<file path="config.mk">
export PLATFORM = sky130hd
export DESIGN_NAME = pc_sequencer
export DESIGN_NICKNAME = d
export VERILOG_FILES = /design/src/rtl/pc_seq_pkg.sv /design/src/rtl/pc_increment.sv /design/src/rtl/pc_sequencer.sv
export SDC_FILE = /design/constraint.sdc
export NUM_CORES = 1
export LEC_CHECK = 0
export CORE_AREA = 4 4 61 63
export CTS_CLUSTER_DIAMETER = 60
export DETAILED_ROUTE_END_ITERATION = 16
export DIE_AREA = 0 0 65 67
export GPL_ROUTABILITY_DRIVEN = 0
export PLACE_DENSITY = 0.87
export SKIP_LAST_GASP = 1
export SLEW_MARGIN = 20
export SYNTH_ARGS = -nofsm -noshare
export SYNTH_HDL_FRONTEND = slang
export SYNTH_HIERARCHICAL = 1
export SYNTH_SLANG_ARGS = --single-unit
</file>
<file path="constraint.sdc">
create_clock -name clk -period 3.1 [get_ports clk]
set_input_delay 0.465 -clock clk [delete_from_list [all_inputs] [get_ports clk]]
set_output_delay 0.465 -clock clk [all_outputs]
set_load 0.005 [all_outputs]
</file>
<file path="src/rtl/pc_seq_pkg.sv">
// Shared types and parameter defaults for the program-counter sequencer.
package pc_seq_pkg;

  localparam int unsigned PC_W_DEFAULT     = 10;
  localparam int unsigned OFF_W_DEFAULT    = 9;
  localparam int unsigned RESET_PC_DEFAULT = 0;

  // Instruction sequencing states
  typedef enum logic [1:0] {
    StIdle,
    StFetch,
    StExec,
    StHalt
  } seq_state_e;

endpackage

</file>
<file path="src/rtl/pc_increment.sv">
// Program counter +1 path; wraps modulo 2^WIDTH.
module pc_increment #(
  parameter int unsigned WIDTH = 10
) (
  input  logic [WIDTH-1:0] value,
  output logic [WIDTH-1:0] incremented
);

  // Plain increment, carry out discarded so the PC wraps
  always_comb begin
    incremented = value + WIDTH'(1);
  end

endmodule

</file>
<file path="src/rtl/pc_sequencer.sv">
// Program counter owner and fetch/execute sequencer for the 9-bit CPU.
// Optional retire counter output enabled by defining PC_SEQ_RETIRE_COUNT_EN.
module pc_sequencer
  import pc_seq_pkg::*;
#(
  parameter int unsigned     PC_W     = PC_W_DEFAULT,
  parameter int unsigned     OFF_W    = OFF_W_DEFAULT,
  parameter logic [PC_W-1:0] RESET_PC = PC_W'(RESET_PC_DEFAULT)
) (
  input  logic             clk,
  input  logic             rst_n,
  input  logic             start,
  output logic             imem_req,
  output logic [PC_W-1:0]  imem_addr,
  input  logic             imem_ack,
  output logic             ir_valid,
  input  logic             stall,
  input  logic             halt_i,
  input  logic             br_en,
  input  logic             br_abs,
  input  logic [OFF_W-1:0] br_off,
  input  logic [PC_W-1:0]  br_target,
  output logic [PC_W-1:0]  pc,
`ifdef PC_SEQ_RETIRE_COUNT_EN
  output logic [15:0]      retire_cnt,
`endif
  output logic             halted
);

  seq_state_e      state_q, state_d;
  logic [PC_W-1:0] pc_q, pc_d;
  logic [PC_W-1:0] pc_inc;
  logic [PC_W-1:0] off_ext;
  logic [PC_W-1:0] pc_rel;

  pc_increment #(
    .WIDTH(PC_W)
  ) u_pc_increment (
    .value       (pc_q),
    .incremented (pc_inc)
  );

  // Sign-extend the branch offset so the add wraps in both directions
  always_comb begin
    off_ext = PC_W'($signed(br_off));
    pc_rel  = pc_q + off_ext;
  end

  // State and PC registers
  always_ff @(posedge clk or negedge rst_n) begin
    if (!rst_n) begin
      state_q <= StIdle;
      pc_q    <= RESET_PC;
    end else begin
      state_q <= state_d;
      pc_q    <= pc_d;
    end
  end

  // Next state and next PC; in EXEC halt beats stall, stall beats branch
  always_comb begin
    state_d = state_q;
    pc_d    = pc_q;
    unique case (state_q)
      StIdle: begin
        if (start) state_d = StFetch;
      end
      StFetch: begin
        if (imem_ack) state_d = StExec;
      end
      StExec: begin
        if (halt_i) begin
          state_d = StHalt;
        end else if (!stall) begin
          state_d = StFetch;
          if (br_en && br_abs) begin
            pc_d = br_target;
          end else if (br_en) begin
            pc_d = pc_rel;
          end else begin
            pc_d = pc_inc;
          end
        end
      end
      StHalt: begin
        if (start) begin
          state_d = StFetch;
          pc_d    = RESET_PC;
        end
      end
      default: state_d = StIdle;
    endcase
  end

  // Moore outputs decoded from the state register
  always_comb begin
    imem_req  = (state_q == StFetch);
    ir_valid  = (state_q == StExec);
    halted    = (state_q == StHalt);
    imem_addr = pc_q;
    pc        = pc_q;
  end

`ifdef PC_SEQ_RETIRE_COUNT_EN
  logic [15:0] retire_q;

  // Count instructions that leave EXEC for the next fetch; cleared on restart
  always_ff @(posedge clk or negedge rst_n) begin
    if (!rst_n) begin
      retire_q <= '0;
    end else if (state_q == StHalt && start) begin
      retire_q <= '0;
    end else if (state_q == StExec && !halt_i && !stall) begin
      retire_q <= retire_q + 16'd1;
    end
  end

  assign retire_cnt = retire_q;
`endif

endmodule

</file>
==> impl_metrics.toml <==
[final_layout]
syn_to_final_growth_pct = 35.09
antennaDiodeCount = 0
most-common-layout-cells = "clkdlybuf4s50_1, o21ai_0, nand2_1"
fin_nets = 258
layout_commonest_cell = "clkdlybuf4s50_1"
drive_gt1_share_pct = 5.116

[clocking]
cts_hold_buf = 0
cts_resized = 0
clock-sinks = 12
cts_buffers = 3
post_cts_buffers = 0
cts_root_buf = "clkbuf_4"
clkSlewWorstSetupHoldPaths_ns = 0.08
clk_latency_ns = 0.27
htreeDepth = 1
cts_tree = "done"
cts_max_path_buffers = 2

[routing]
met3_length_um = 191
antenna_left = 0
drc = 0
highest_layer = "met4"
wl_per_cell_um = 13.37
first_iter_violations = 105
routed_via_density = 5.195
num_vias = 1356
drt-met1-wl_um = 1553
wl_met2_um = 1723
totalWireLength_um = 3489
drt_pass1_iterations = 4

[place]
pre_cts_ws_ns = 0.4137
port_buffers = 49
hpwl_um = 2789

[die]
coreArea_mm2 = 0.003232
rows = 21
die_x_um = 65
die_area_mm2 = 0.004355
pin_count = 50
initial_core_util_pct = 43.24
die_h_um = 67

[yosys]
ys_async_sr_fraction_pct = 100.0
netlist_area_mm2 = 0.001398
synth-seq-area-share_pct = 21.49
ys.flop_type = "dfrtp_1"
ys_seq_elements = 12
syn_nets = 219
synth_edf_count = 0
postSynthAreaPerCell_um2 = 7.896
yosysWarnings = 6
syn_inst = 177
synth_cell_types = 45

[sta]
fin_crit_sh_pct = 77.18
slew_headroom_pct = 42.89
finalMaxSlewViolations = 0
setup_slack_ns = 0.7076
grt_setup_unrepaired = "no"
fin_crit_ns = 2.392
finalHoldViolCount = 0
max_freq_ghz = 0.4180
tightestPinTransition_ns = 0.8529
tns_ns = 0
clock_skew_ns = 0.002748
setup_viol = 0

[worst_setup_path]
rrSetupSlack_ns = 0.77
cp_max_fo = 3
critical_path_class = "in -> reg"
rr_worst_depth = 9
endpoint = "imem_addr[8]$_DFFE_PN0P_"
r2r_start = "imem_addr[0]$_DFFE_PN0P_"
timing.rr.end = "imem_addr[8]$_DFFE_PN0P_"
required_ns = 3.26
timing.critical_path.from = "br_off[0]"
start_kind = "primary input"
arrival_ns = 2.56
crit_path_end_kind = "flop"

[run_status]
status = "finished, final reports clean"

[hold_path]
min_path_type = "in -> async"

[pwr]
p_int_uw = 814.5
comb_power_share_pct = 66.7
power_frac_clock_pct = 8.9
seqPwrFrac_pct = 24.4
powerDensity_mw_per_mm2 = 763.8
swShare_pct = 43.52
leakage_uw = 0.0008226
switchingPower_uw = 627.7
ir_drop_uv = 454.6

[global_route]
grt_antenna_before_repair = 0
grt-ovfl-total = 0
grt_pass1_wl_um = 5802
grt_pass1_vias = 1294
grt_start_max_net_pins = 18
grt_use_total_pct = 16.70

[job]
drv_cap = 0
[sequential cells by signal (all words and copies together), names as in the netlist]
register	cells
imem_addr	10
state_q	2
[final cells by class]
type                            instances  area, um^2
Fill cell                             288        1344
Multi-Input combinational cell        136       950.9
Timing Repair Buffer                   49       490.5
Sequential cell                        12       300.3
Tap cell                               46       57.56
Inverter                               14       52.55
Clock buffer                            4       36.28
[logic make-up (layout without fill, tap and decap cells)]
kind of cell / Yosys count / count (layout) / share of synthesized area, %
AO/OA/AOI/OAI: 59 / 59 / 26.86
AND/OR/NAND/NOR: 47 / 47 / 17.37
buffers and inverters: 29 / 67 / 10.47
adder cells (fa/ha/maj): 15 / 15 / 13.97
flip-flops: 12 / 12 / 21.49
XOR/XNOR: 10 / 10 / 6.266
multiplexers: 5 / 5 / 3.581
[power groups by stage]
| stage | Clock (uW) | Combinational (uW) | Sequential, uW |
|---|---|---|---|
| floorplan | 0 | 643 | 330 |
| global placement | 0 | 939 | 352 |
| detailed placement | 0 | 964 | 356 |
| CTS | 131 | 971 | 352 |
| global route | 140 | 1090 | 372 |
| finish | 128 | 962 | 352 |
[layer usage]
metal	vias up	track usage [%]
li1	704	-
met2	34	30.01
met1	616	20.90
met3	2	2.698
met4	0	3.430
met5	-	0
[critical path, cell delays in order]
cell             delay, ns
clkdlybuf4s50_1       0.40
ha_1                  0.19
inv_1                 0.07
fa_1                  0.24
nor2b_4               0.06
o31a_1                0.26
o41a_1                0.32
or3_1                 0.32
a21oi_1               0.16
o21ai_1               0.07
[worst min path at each step]
stage	to	slack (ns)	cells past startpoint
final	state_q[1]$_DFFE_PN0P_	0.55	1
after CTS	state_q[1]$_DFFE_PN0P_	0.57	1
after detailed placement	imem_addr[9]$_DFFE_PN0P_	0.57	1
after global routing	imem_addr[0]$_DFFE_PN0P_	0.58	1
after floorplan	imem_addr[0]$_DFFE_PN0P_	0.17	0
after global placement	imem_addr[9]$_DFFE_PN0P_	0.57	1
[synthesized netlist by cell type, types with 2 or more instances]
| cell type | count | area, um^2 |
|---|---|---|
| a21o_1 | 6 | 45.04 |
| xor2_1 | 6 | 52.55 |
| nand2_1 | 18 | 67.56 |
| o221ai_1 | 2 | 17.52 |
| nor3_1 | 3 | 15.01 |
| dfrtp_1 | 12 | 300.3 |
| clkbuf_1 | 5 | 18.77 |
| o21ai_0 | 19 | 95.09 |
| nand3_1 | 4 | 20.02 |
| xnor2_1 | 4 | 35.03 |
| mux2i_1 | 5 | 50.05 |
| a211oi_1 | 3 | 22.52 |
| nand4_1 | 2 | 12.51 |
| o31ai_1 | 2 | 15.01 |
| inv_1 | 14 | 52.55 |
| nor2_1 | 8 | 30.03 |
| or3_1 | 2 | 12.51 |
| ha_1 | 14 | 175.2 |
| buf_4 | 10 | 75.07 |
| a31oi_1 | 2 | 12.51 |
| a21oi_1 | 12 | 60.06 |
[metrics by stage]
step | hold WS, ns | utilization [%] | area (um^2) | cells | power [uW]
after floorplan | 0.1694 | - | 1398 | 177 | 972.6
after global placement | 0.5700 | 57.30 | 1852 | 257 | 1291
after detailed placement | 0.5719 | 57.30 | 1852 | 257 | 1320
after CTS | 0.5672 | 58.42 | 1888 | 261 | 1454
after global routing | 0.5839 | 58.42 | 1888 | 261 | 1604
final | 0.5495 | 58.42 | 1888 | 261 | 1442
Note: power is estimated with default switching activity, not from simulation.
